[src/rtl/pkg_busca.sv]
// pkg_busca: shared addresses, switch causes and fetch states
package pkg_busca;
  localparam int ENDERECO_TROCA_CONTEXTO = 0;
  localparam int ENDERECO_SO = 1000;
  localparam int TAM_SLOT = 1000;
  typedef enum logic [1:0] {
    CAUSA_QUANTUM = 2'b00,
    CAUSA_HALT    = 2'b01,
    CAUSA_FALHA   = 2'b10
  } causa_t;
  typedef enum logic {
    EXEC   = 1'b0,
    PARADO = 1'b1
  } estado_t;
  function automatic int base_programa(input int k);
    return ENDERECO_SO + TAM_SLOT + k * TAM_SLOT;
  endfunction
endpackage

[src/rtl/contador_quantum.sv]
// contador_quantum: preemption slice counter with clear, enable and expiry flag
module contador_quantum #(
  parameter int QUANTUM = 64,
  parameter int QUANTUM_WIDTH = 16
) (
  input  logic                     clock,
  input  logic                     reset,
  input  logic                     limpa,
  input  logic                     habilita,
  output logic [QUANTUM_WIDTH-1:0] contagem,
  output logic                     expira
);
  logic [QUANTUM_WIDTH-1:0] contagem_q, contagem_d;
  always_comb begin
    contagem_d = limpa ? '0 : habilita ? contagem_q + QUANTUM_WIDTH'(1) : contagem_q;
  end
  always_ff @(posedge clock) begin
    if (reset) contagem_q <= '0;
    else contagem_q <= contagem_d;
  end
  assign contagem = contagem_q;
  assign expira = contagem_q == QUANTUM_WIDTH'(QUANTUM - 1);
endmodule

[src/rtl/unidade_busca_pc.sv]
// unidade_busca_pc: PC/fetch-address stage with quantum preemption and forced context switch
module unidade_busca_pc
  import pkg_busca::*;
#(
  parameter int ADDR_WIDTH = 32,
  parameter int MEM_WORDS = 7000,
  parameter int RESET_ADDR = 1000,
  parameter int QUANTUM = 64,
  parameter int QUANTUM_WIDTH = 16
) (
  input  logic                     clock,
  input  logic                     reset,
  input  logic                     para,
  input  logic                     desvio_valido,
  input  logic [ADDR_WIDTH-1:0]    desvio_endereco,
  input  logic                     halt,
  input  logic                     restaura_valido,
  input  logic [ADDR_WIDTH-1:0]    restaura_endereco,
  output logic [ADDR_WIDTH-1:0]    endereco,
  output logic                     instrucao_valida,
  output logic                     modo_usuario,
  output logic                     troca_contexto,
  output logic [1:0]               causa_troca,
  output logic [ADDR_WIDTH-1:0]    pc_salvo,
  output logic [QUANTUM_WIDTH-1:0] contador_quantum
);
  logic [ADDR_WIDTH-1:0] pc_q, pc_d, salvo_q, salvo_d, proximo;
  estado_t estado_q, estado_d;
  causa_t causa_q, causa_d;
  logic modo_q, modo_d, valida_q, valida_d, troca_q, troca_d;
  logic emite, falha, forca, parar, avanca, limpa, habilita, expira;
  contador_quantum #(.QUANTUM(QUANTUM), .QUANTUM_WIDTH(QUANTUM_WIDTH)) u_contador (
    .clock(clock),
    .reset(reset),
    .limpa(limpa),
    .habilita(habilita),
    .contagem(contador_quantum),
    .expira(expira)
  );
  always_comb begin
    proximo = desvio_valido ? desvio_endereco : pc_q + ADDR_WIDTH'(1);
    emite = !restaura_valido && !para && estado_q == EXEC;
    falha = emite && proximo >= ADDR_WIDTH'(MEM_WORDS);
    forca = emite && modo_q && (falha || halt || expira);
    parar = emite && !modo_q && (falha || halt);
    avanca = emite && !falha && !halt && !forca;
    limpa = restaura_valido || forca;
    habilita = avanca && modo_q;
    pc_d = restaura_valido ? restaura_endereco
         : forca ? ADDR_WIDTH'(ENDERECO_TROCA_CONTEXTO)
         : avanca ? proximo : pc_q;
    modo_d = restaura_valido ? 1'b1 : forca ? 1'b0 : modo_q;
    estado_d = restaura_valido ? EXEC : parar ? PARADO : estado_q;
    valida_d = avanca && !desvio_valido;
    troca_d = forca;
    causa_d = !forca ? causa_q : falha ? CAUSA_FALHA : halt ? CAUSA_HALT : CAUSA_QUANTUM;
    salvo_d = !forca ? salvo_q : (halt && !falha) ? pc_q : proximo;
  end
  always_ff @(posedge clock) begin
    if (reset) begin
      pc_q     <= ADDR_WIDTH'(RESET_ADDR);
      estado_q <= EXEC;
      modo_q   <= 1'b0;
      valida_q <= 1'b0;
      troca_q  <= 1'b0;
      causa_q  <= CAUSA_QUANTUM;
      salvo_q  <= '0;
    end else begin
      pc_q     <= pc_d;
      estado_q <= estado_d;
      modo_q   <= modo_d;
      valida_q <= valida_d;
      troca_q  <= troca_d;
      causa_q  <= causa_d;
      salvo_q  <= salvo_d;
    end
  end
  assign endereco = pc_q;
  assign instrucao_valida = valida_q;
  assign modo_usuario = modo_q;
  assign troca_contexto = troca_q;
  assign causa_troca = causa_q;
  assign pc_salvo = salvo_q;
endmodule

[config.mk]
export PLATFORM = sky130hd
export DESIGN_NAME = unidade_busca_pc
export DESIGN_NICKNAME = d
export VERILOG_FILES = /design/src/rtl/pkg_busca.sv /design/src/rtl/contador_quantum.sv /design/src/rtl/unidade_busca_pc.sv
export SDC_FILE = /design/constraint.sdc
export NUM_CORES = 1
export LEC_CHECK = 0
export CAP_MARGIN = 10
export CORE_MARGIN = 2
export CORE_UTILIZATION = 47
export DETAILED_ROUTE_END_ITERATION = 12
export PLACE_DENSITY = 0.79
export SYNTH_ARGS = -nofsm -noshare
export SYNTH_HDL_FRONTEND = slang
export SYNTH_SLANG_ARGS = --single-unit
[constraint.sdc]
create_clock -name clock -period 4.8 [get_ports clock]
set_input_delay 0.48 -clock clock [delete_from_list [all_inputs] [get_ports clock]]
set_output_delay 0.48 -clock clock [all_outputs]
set_load 0.01 [all_outputs]
==> flow_summary.ini <==
[run_status]
outcome = finished, final reports clean

[detailed_routing]
ant_nets = 0
num_vias = 5470
post-route-drc-count = 0
via_per_inst = 6.03
dr.first_iter.drc_count = 467
post_drt_wl_per_cell_um = 18.5
finalWirelength_mm = 16.8
firstDrtPassIters = 5

[die]
fp.dieW_um = 107
die_y_um = 107
core_area_sq_mm = 0.0103
die-area_sq_mm = 0.0115
row_count = 37
start_util = 0.484
num_io_pins = 155

[critical_path]
max_stage_delay_ns = 0.63
path_delay_family = simple AND/OR/NAND/NOR gates
cp_cell_sequence = nand4_2 > buf_4 > or4_4 > nor3_1 > xor2_1 > o32a_1 > nor4_2 > nand3_4 > or3_1 > and3_1 > a22o_1
crit_arrival_ns = 4.68
cp-end-kind = flop
crit_buf_inv = 1
cp-start-kind = flop
slowest_stage = or4_4
required_ns = 5.06
path_class = flop to flop
critical_path_peak_fanout = 18

[logic_synthesis]
yosysWarnings = 0
syn_inst = 639
syn_nets = 711
synth-async-reset-ratio = 0
ys.flop_type = dfxtp_1
synth_top_area_share = 0.344
ys_seq_area_frac = 0.344
synth-edff-count = 0
synthesis.area_sq_mm = 0.00500
synth_top_area_cell = dfxtp_1
synth_seq_cells = 86
synth_area_leaders = dfxtp_1, nor2_1, nand2_1
synth.distinct_cells = 64
syn_area_per_cell_sq_um = 7.82

[layout]
syn_to_final_growth_pct = 35.9
final_cell_mix = clkdlybuf4s50_1, dfxtp_1, nor2_1
finish.utilization = 0.658
drive_above_1_share = 0.0687
fin_area_sq_mm = 0.00680
nFillCells = 914
mostFrequentLayoutCell = clkdlybuf4s50_1
nNetsFinal = 838
num_antenna_cells = 0

[clock_network]
clockBufferDepth = 2
post_cts_buffers = 0
clockRootBuffer = clkbuf_8
cts_buffers = 9
htree_num_levels = 3
cts_resized = 0
cts_hold_buf = 0
cts_tree = yes
cts_sinks = 86
clk_pin_slew_ns = 0.09
clk_latency_ns = 0.37

[sta]
drv_slew = 0
rsz0062_at_grt = false
finalCritPeriodShare = 0.922
skew_ns = 0.0156
setup_tns_ns = 0
slew_headroom = 0.222
fin_crit_ns = 4.43
finalSetupViolCount = 0
max_freq_mhz = 226
hold_viol = 0
worstMarginPinSlew_ns = 1.17

[global_routing]
antenna_found_initial = 0
grt_usage = 0.292
grt_pass1_wl_mm = 26.5
grt_max_degree = 66
grt_pass1_vias = 5090
grt-ovfl-total = 0

[power]
ir_drop_mv = 0.146
leakagePower_nw = 2.30
p_per_area_mw_per_mm2 = 238

[hold_path]
hold_path.class = flop to flop

[place]
placed_area_sq_mm = 0.00659
place.gp.congestion = 0.943
io_buffers = 154
dp.final_hpwl_mm = 12.2

[flow_run]
maxCapViolCount = 0
==> path summary, 6_finish.rpt <==
path | start | endpoint | slack [ns] | depth (start not counted)
max | endereco[2] | endereco[29] | 0.37 | 11
min | causa_troca[0] | causa_troca[0] | 0.46 | 2
max reg2reg | endereco[2] | endereco[29] | 0.37 | 11
min reg2reg | causa_troca[0] | causa_troca[0] | 0.46 | 2
==> cell type report <==
class	instances	area (sq um)	share of cell area
Clock buffer	12	155	0.0228
Clock inverter	4	30.0	0.00442
Inverter	10	37.5	0.00552
Multi-Input combinational cell	487	3000	0.441
Sequential cell	86	1720	0.253
Tap cell	136	170	0.0250
Timing Repair Buffer	172	1680	0.248
==> cells by family (layout without fill, tap and decap cells) <==
kind of cell | after synthesis | in the layout | synth area share
adder cells (fa/ha/maj) | 2 | 2 | 0.00500
buffers and inverters | 66 | 198 | 0.0563
AND/OR/NAND/NOR | 286 | 286 | 0.292
AO/OA/AOI/OAI | 157 | 157 | 0.224
flip-flops | 86 | 86 | 0.344
multiplexers | 11 | 11 | 0.0238
XOR/XNOR | 31 | 31 | 0.0543
==> worst register-to-register path: stages, from the launching register on <==
cell and delay, ns:
dfxtp_1 0.55, nand4_2 0.11, buf_4 0.21, or4_4 0.64
nor3_1 0.26, xor2_1 0.12, o32a_1 0.35, nor4_2 0.52
nand3_4 0.20, or3_1 0.52, and3_1 0.48, a22o_1 0.35
==> per-stage QoR <==
stage                     total power, W  hold slack (ns)  std cells  worst slack (ns)
after floorplan                 0.000971            0.458        639             0.925
after global placement           0.00114            0.446        890             0.495
after detailed placement         0.00115            0.450        890             0.421
after CTS                        0.00162            0.467        906             0.410
after global routing             0.00169            0.491        907             0.145
final                            0.00162            0.463        907             0.375
==> power by group <==
group	switching [W]	total (W)	internal (W)	leakage (nW)
logic	0.000169	0.000346	0.000177	1.51
registers	0.0000482	0.000792	0.000744	0.703
clock network	0.000264	0.000482	0.000218	0.0930
total	0.000482	0.00162	0.00114	2.30
==> synth_stat cells (all sizes together), types with 7 or more instances <==
library cell,number
dfxtp,86
nor2,81
nand2,62
clkbuf,42
nand3,33
o21ai,31
nor3,23
xnor2,22
a22o,18
a211oi,17
a311oi,17
a21oi,16
nor4,16
nand4,15
buf,14
a31oi,13
and3,10
inv,10
xor2,9
and2,8
mux2,7
nand2b,7
==> metal layers <==
metal	up-vias	global-route usage	routed length [um]
met3	30	0.0863	1490
li1	2612	-	-
met1	2561	0.393	7220
met4	0	0.0983	359
met5	-	0	0
met2	267	0.446	7710
==> registers in the layout (all words and copies together) (netlist names) <==
register / flops
endereco: 32
pc_salvo: 32
u_contador.contagem: 16
causa_troca: 2
estado_q: 1
instrucao_valida: 1
modo_usuario: 1
troca_contexto: 1
(Power assumes the default switching activity.)
